==> config.mk <==
export PLATFORM = sky130hd
export DESIGN_NAME = hazard_ctrl_unit
export DESIGN_NICKNAME = d
export VERILOG_FILES = /design/src/rtl/hazard_pkg.sv /design/src/rtl/hazard_ctrl_unit_sat_counter.sv /design/src/rtl/hazard_ctrl_unit.sv
export SDC_FILE = /design/constraint.sdc
export NUM_CORES = 1
export LEC_CHECK = 0
export ABC_CLOCK_PERIOD_IN_PS = 2980
export CORE_MARGIN = 5
export CORE_UTILIZATION = 60
export CTS_BUF_LIST = sky130_fd_sc_hd__clkbuf_8
export DETAILED_ROUTE_END_ITERATION = 10
export DONT_BUFFER_PORTS = 1
export GPL_TIMING_DRIVEN = 0
export PLACE_DENSITY = 0.76
export SLEW_MARGIN = 5
export SYNTH_ARGS = -nofsm -noshare
export SYNTH_HDL_FRONTEND = slang
export SYNTH_HIERARCHICAL = 1
export SYNTH_SLANG_ARGS = --single-unit
==> constraint.sdc <==
create_clock -name clk -period 2.98 [get_ports clk]
set_input_delay 0.596 -clock clk [delete_from_list [all_inputs] [get_ports clk]]
set_output_delay 0.596 -clock clk [all_outputs]
set_load 0.01 [all_outputs]
==> src/rtl/hazard_pkg.sv <==
// Shared types and constants for the pipeline hazard controller.
package hazard_pkg;

  // Controller states: IDLE watches for hazards, HOLD keeps the front end frozen.
  typedef enum logic {
    IDLE = 1'b0,
    HOLD = 1'b1
  } state_t;

  // Default register-address width (32 architectural registers).
  localparam int DEF_AW = 5;

  // Largest stall length the 4-bit hold counter can express.
  localparam int MAX_LOAD_STALL = 15;

  // Index of the hardwired zero register.
  localparam int ZERO_REG_IDX = 0;

endpackage

==> src/rtl/hazard_ctrl_unit_sat_counter.sv <==
// Saturating up-counter with synchronous clear; clear beats increment.
module sat_counter #(
  parameter int WIDTH = 16
) (
  input  logic             clk,
  input  logic             rst,
  input  logic             inc,
  input  logic             clr,
  output logic [WIDTH-1:0] count
);

  logic [WIDTH-1:0] count_reg;

  // Count up on inc, stick at all-ones, clear takes priority.
  always_ff @(posedge clk or posedge rst) begin
    if (rst) begin
      count_reg <= '0;
    end else if (clr) begin
      count_reg <= '0;
    end else if (inc && (count_reg != {WIDTH{1'b1}})) begin
      count_reg <= count_reg + 1'b1;
    end
  end

  assign count = count_reg;

endmodule

==> src/rtl/hazard_ctrl_unit.sv <==
// Load-use hazard detection, multi-cycle front-end hold, branch flush and
// stall-cycle statistics for a 5-stage pipeline.
module hazard_ctrl_unit
  import hazard_pkg::*;
#(
  parameter int AW         = DEF_AW,
  parameter int LOAD_STALL = 1,
  parameter int CNT_W      = 16,
  parameter int ZERO_REG   = 1
) (
  input  logic             clk,
  input  logic             rst,
  input  logic             idex_mem_read,
  input  logic [AW-1:0]    idex_rt,
  input  logic [AW-1:0]    ifid_rs,
  input  logic [AW-1:0]    ifid_rt,
  input  logic             ifid_uses_rt,
  input  logic             branch_taken,
  input  logic             stat_clr,
  output logic             pc_write,
  output logic             ifid_write,
  output logic             hazard_sel,
  output logic             ifid_flush,
  output logic [CNT_W-1:0] stall_cycles
);

  // Out-of-range settings are clamped into 1..15 so the hold counter never wraps.
  localparam int LS = (LOAD_STALL < 1) ? 1 :
                      (LOAD_STALL > MAX_LOAD_STALL) ? MAX_LOAD_STALL : LOAD_STALL;
  localparam logic [3:0] CNT_LOAD = 4'(LS - 1);

  state_t     state_reg, state_next;
  logic [3:0] cnt_reg, cnt_next;
  logic       zero_dst;
  logic       rs_match;
  logic       rt_match;
  logic       hz;

  // A load into the hardwired zero register never produces a real dependency.
  assign zero_dst = (ZERO_REG != 0) && (idex_rt == AW'(ZERO_REG_IDX));
  assign rs_match = (idex_rt == ifid_rs);
  assign rt_match = ifid_uses_rt && (idex_rt == ifid_rt);
  assign hz       = idex_mem_read && !zero_dst && (rs_match || rt_match);

  // State and hold-counter registers.
  always_ff @(posedge clk or posedge rst) begin
    if (rst) begin
      state_reg <= IDLE;
      cnt_reg   <= 4'd0;
    end else begin
      state_reg <= state_next;
      cnt_reg   <= cnt_next;
    end
  end

  // Next-state logic: a taken branch aborts everything, HOLD counts down to exit.
  always_comb begin
    state_next = state_reg;
    cnt_next   = cnt_reg;
    if (branch_taken) begin
      state_next = IDLE;
      cnt_next   = 4'd0;
    end else begin
      unique case (state_reg)
        IDLE: begin
          if (hz && (LS > 1)) begin
            state_next = HOLD;
            cnt_next   = CNT_LOAD;
          end
        end
        HOLD: begin
          cnt_next = cnt_reg - 4'd1;
          if (cnt_reg == 4'd1) begin
            state_next = IDLE;
          end
        end
        default: begin
          state_next = IDLE;
          cnt_next   = 4'd0;
        end
      endcase
    end
  end

  // Output decode: reset forces defaults, branch flush beats any stall.
  always_comb begin
    pc_write   = 1'b1;
    ifid_write = 1'b1;
    hazard_sel = 1'b0;
    ifid_flush = 1'b0;
    if (rst) begin
      pc_write   = 1'b1;
    end else if (branch_taken) begin
      ifid_flush = 1'b1;
      hazard_sel = 1'b1;
    end else if ((state_reg == HOLD) || hz) begin
      pc_write   = 1'b0;
      ifid_write = 1'b0;
      hazard_sel = 1'b1;
    end
  end

  sat_counter #(
    .WIDTH (CNT_W)
  ) u_stall_cnt (
    .clk   (clk),
    .rst   (rst),
    .inc   (!pc_write),
    .clr   (stat_clr),
    .count (stall_cycles)
  );

endmodule

# == Word level (Yosys, flattened, before mapping) ==
# Index checks and enable logic that the tools add are counted.
# totals
inputBits,21
out_inout_bits,20
ff_bits,21
word_cells,35
# classes
n_reduce_logical,11
eq_ne,4
muxes,15
add_sub_neg,2
# op_table
operator,count
two-way mux 16 bit,2
"adder 16 x 1 -> 16 bit, second input constant",1
"!= test 16 bit, second input constant",1
two-way mux 1 bit,11
equality test 5 bit,2
two-way mux 4 bit,2
zero test 5 bit,1
"equality test 4 x 1 -> 1 bit, second input constant",1
logical AND 1 bit,4
nonzero test 2 bit,2
"subtractor 4 x 1 -> 4 bit, second input constant",1
zero test 1 bit,2
logical OR 1 bit,2

# == Logic depth before layout (Yosys ltp) ==
# logic_depth
depth_word,12
mapped_depth,9
ltp_nobuf,8

# == Cells and area by module ==
# The synthesis kept the hierarchy.
# by_module_without_submodules
mod,cells_each,area_per_inst_um2,seq_area_each_um2,instances
sat_counter,101,932.1,400.4,1
hazard_ctrl_unit,49,429.2,125.1,1

# == Worst setup path before layout ==
# No wires, ideal clock.
# synth_path
path_kind,in2reg
from,in idex_rt[3]
to,"reg u_stall_cnt.count_reg[13], in the netlist u_stall_cnt/count[13]"
setup_ns,0.078
arrival_ns,2.802
required_ns,2.902
cell_stages,9
n_path_buf,1
slack_ns,0.100
cell_sequence,xor2_1 nor4_2 a32oi_1 o41ai_1 clkbuf_2 nand3_1 or4_4 or4_1 a21oi_1
# synth_between
elab_chain_cells,11
elab_cells_between_ends,15
cone_classes,2 x eq/ne; 3 x mux; 10 x reduce/logical
# synth_rtl
item,line,rtl
"start, declared",hazard_ctrl_unit.sv:14,"input logic [AW-1:0] idex_rt,"
equality test 5 bit / zero test 5 bit (equally long branches),"hazard_ctrl_unit.sv:42, hazard_ctrl_unit.sv:40",
logical AND 1 bit / zero test 1 bit (equally long branches),"hazard_ctrl_unit.sv:42, hazard_ctrl_unit.sv:43",
logical OR 1 bit / logical AND 1 bit (equally long branches),hazard_ctrl_unit.sv:43,assign hz = idex_mem_read && !zero_dst && (rs_match || rt_match);
logical AND 1 bit (*),hazard_ctrl_unit.sv:43,
logical OR 1 bit (*),hazard_ctrl_unit.sv:96,end else if ((state_reg == HOLD) || hz) begin
two-way mux 1 bit (*),hazard_ctrl_unit.sv:96,
two-way mux 1 bit (*),hazard_ctrl_unit.sv:93,end else if (branch_taken) begin
two-way mux 1 bit (*),hazard_ctrl_unit.sv:91,if (rst) begin
zero test 1 bit (*),hazard_ctrl_unit.sv:108,".inc (!pc_write),"
logical AND 1 bit (*),hazard_ctrl_unit_sat_counter.sv:20,end else if (inc && (count_reg != {WIDTH{1'b1}})) begin
nonzero test 2 bit (no source line) (*),n/a,
"end signal, assigned",hazard_ctrl_unit_sat_counter.sv:21,count_reg <= count_reg + 1'b1;
"end, declared",hazard_ctrl_unit_sat_counter.sv:12,logic [WIDTH-1:0] count_reg;
# Mark *: on every way between the ends. The rest lies on a longest branch, timed or not.
# A chain may end at the register's enable or synchronous reset.

# == Worst setup path in the final report ==
# Ends and elaborated chain as after synthesis.

==> metrics.md <==
| Metric | Value |
|---|---|
| Post-DP HPWL | around 2300 µm |
| Mapped Area | around 0.0014 mm² |
| Bufs on Longest Clock Path | 2 |
| Largest net degree at the start of global routing | 17 |
| Core box area | 0.00219 mm² |
| Fin nets | 179 |
| Setup ws final | roughly 160 ps |
| Worst-path clk slew | 70 ps |
| Clock Skews | 3.29 ps |
| Commonest non-fill, non-tap cells in the layout | dfrtp_1 (21), a21oi_1 (13), xor2_1 (10), nor2_1 (10), nand2_1 (8) |
| Chip height | 57.6 µm |
| First-pass GRT wire length | 4850 µm |
| DR iter-0 viols | 32 |
| Total CTS buffers | 3 |
| Starting density of the core | 62.1% |
| Period utilization | between 90% and 100% |
| Final WL | between 2000 and 3000 µm |
| CP Max Fanout | 8 |
| #FFs+latches synth | 21 |
| Avg Cell Area, Syn | 9.08 µm² |
| Synth Area in Compound Gates | 15.1% |
| Dpl cells | 178 |
| Skew-Pair Late Insertion Delay | 260 ps |
| Final hold violations | 0 |
| Total Die Area | 0.00332 mm² |
| Vias/cell | 6.40 |
| Row count | 17 |
| Mapped Nets | ~170 |
| Drt drc | 0 |
| Warnings, synthesis | 6 |
| Fin crit period | about 2800 ps |
| R2r setup slk | about 620 ps |
| Setup violators final | 0 |
| # Max-Cap Violations | 0 |
| F_max | 354 MHz |
| CTS root buffer | clkbuf_8 |
| Hold Buf Count CTS | 0 |
| Die X | about 58 µm |
| Critical path class | in -> reg |
| H-tree levels | 1 |
| Post-synthesis xor/xnor area fraction | 8.36% |
| Number of global-route vias before repair | 1124 |
| Sequential cell area fraction in the yosys report | about two fifths |
| CP arrival | 3010 ps |
| Ports | 41 |
| Input/output buffers | 0 |
| HP Class | in -> async |
| Worst Setup Start Kind | primary input |
| Fin cells | 182 |
| Routed vias | roughly 1200 |
| Worst path required time | 3160 ps |
| Pleak | ~0.54 nW |
| Main combinational cell family by area after synthesis | simple AND/OR/NAND/NOR gates |
| Post-synth top area share | between 30 and 40% |
| Synth Instances | 150 |
| Max-slew violations | 0 |
| Status | finished clean |
| # fillers | 188 |
| CTS tree | built |
| Peak supply drop | 0.337 mV |
| Worst-Margin Slew | 687 ps |
| First drt pass iteration count | 4 |
| Synth area leaders | dfrtp_1 (39%), xor2_1 (6.4%), a21oi_1 (4.8%) |
| Final Core Density | about two thirds |
| Synth Area in Simple Gates | 28.2% |
| Max reg flops | 16 |
| Gr usage total | a little under a fifth |
| Dpl ws | -171 ps |
| CP Capture Type | flop |
| Multiplexer area fraction after synthesis | 2.39% |
| Clk sinks | 21 |
| DR WL/cell | 16.3 µm |
| Synth unique cells | 36 |
| Pwr Density | 345 mW/mm² |
| Dominant cell type by area after synthesis | dfrtp_1 |
| Antenna Nets Post-Route | 0 |
| Adder-cell share of the synthesized area | 2.76% |
| Number of antenna cells inserted | 0 |
| P&R area growth vs syn | 6.07% |
| Initial antenna violation count | 0 |
| Commonest non-fill, non-tap cell in the layout | dfrtp_1 |
| Share of cells above drive strength 1 | under 10% |
| Unrepaired setup endpoints after global routing | false |
| Max_slew headroom | 53.8% |
| Routability cong. | approximately 0.78 |
| Grt ovf | 0 |
final cells by class:
type | instances | area (µm²) | area share (%)
inverter | 6 | 22.5 | 1.56
clock inverter | 1 | 3.75 | 0.260
clock buffer | 3 | 41.3 | 2.86
buffer | 7 | 42.5 | 2.95
tap | 28 | 35.0 | 2.43
multi-input combinational | 116 | 773 | 53.6
sequential | 21 | 526 | 36.4
worst paths after layout:
check | start | endpoint | depth (start not counted)
worst max-delay path | idex_rt[3] | u_stall_cnt/count[13] | 9
worst min-delay path | rst | state_reg | 1
worst max register to register | state_reg | u_stall_cnt/count[13] | 8
worst min register to register | cnt_reg[3] | cnt_reg[3] | 2
max in group asynchronous | rst | u_stall_cnt/count[15] | 1
min in group clk | cnt_reg[3] | cnt_reg[3] | 2
Yosys cell counts, drive strengths merged:
cell / n
a211oi: 1
and4: 1
or4: 9
o41a: 1
nand4: 5
o21ai: 7
nor2: 10
nand2: 8
xor2: 10
dfrtp: 21
nand3: 7
o31ai: 6
buf: 2
mux2i: 1
o41ai: 3
nor2b: 4
inv: 6
nor4: 4
a31oi: 1
a32oi: 1
xnor2: 3
clkbuf: 4
mux2: 2
ha: 3
a21oi: 13
nor4b: 1
nand2b: 3
nor3: 5
dlygate4sd1: 1
or3: 7
power by group:
| group | internal, mW | switching [mW] |
|---|---|---|
| clock | 0.0917 | 0.0890 |
| combinational | 0.0125 | 0.0204 |
| sequential | 0.285 | 0.000241 |
kinds of logic (layout without fill, tap and decap cells):
group           after synthesis  count (layout)
simple gates                 64              64
xor+xnor                     13              13
buf+inv                      13              17
compound gates               33              33
fa+ha+maj                     3               3
mux                           3               3
flops                        21              21
worst max-delay path: stages:
cell and delay (ps):
xor2_1 150, nor4_2 270, a32oi_1 180, o41ai_1 330, buf_4 210, nand3_1 210, or4_4 500, or4_1 410
a21oi_1 150
repair_timing:
action                                  4_1_cts  5_1_grt
endpoints found under the setup margin        0        2
gates resized for setup                       0        2
buffers inserted                              0        0
per-layer routing:
layer	up-vias	track usage (%)	wire length, µm
li1	563	-	-
met4	0	5.96	35
met1	551	20.6	1220
met2	47	32.4	1500
met3	4	5.35	218
met5	-	0	0
stage by stage:
step / setup TNS [ps] / power (mW) / instance area, µm² / hold WS [ps]
floorplan: 0 / 0.318 / 1360 / 380
global placement: -272 / 0.323 / 1400 / 403
detailed placement: -394 / 0.324 / 1400 / 402
CTS: 0 / 0.505 / 1440 / 121
global route: 0 / 0.524 / 1440 / 128
finish: 0 / 0.499 / 1440 / 123
(Power assumes the default switching activity.)
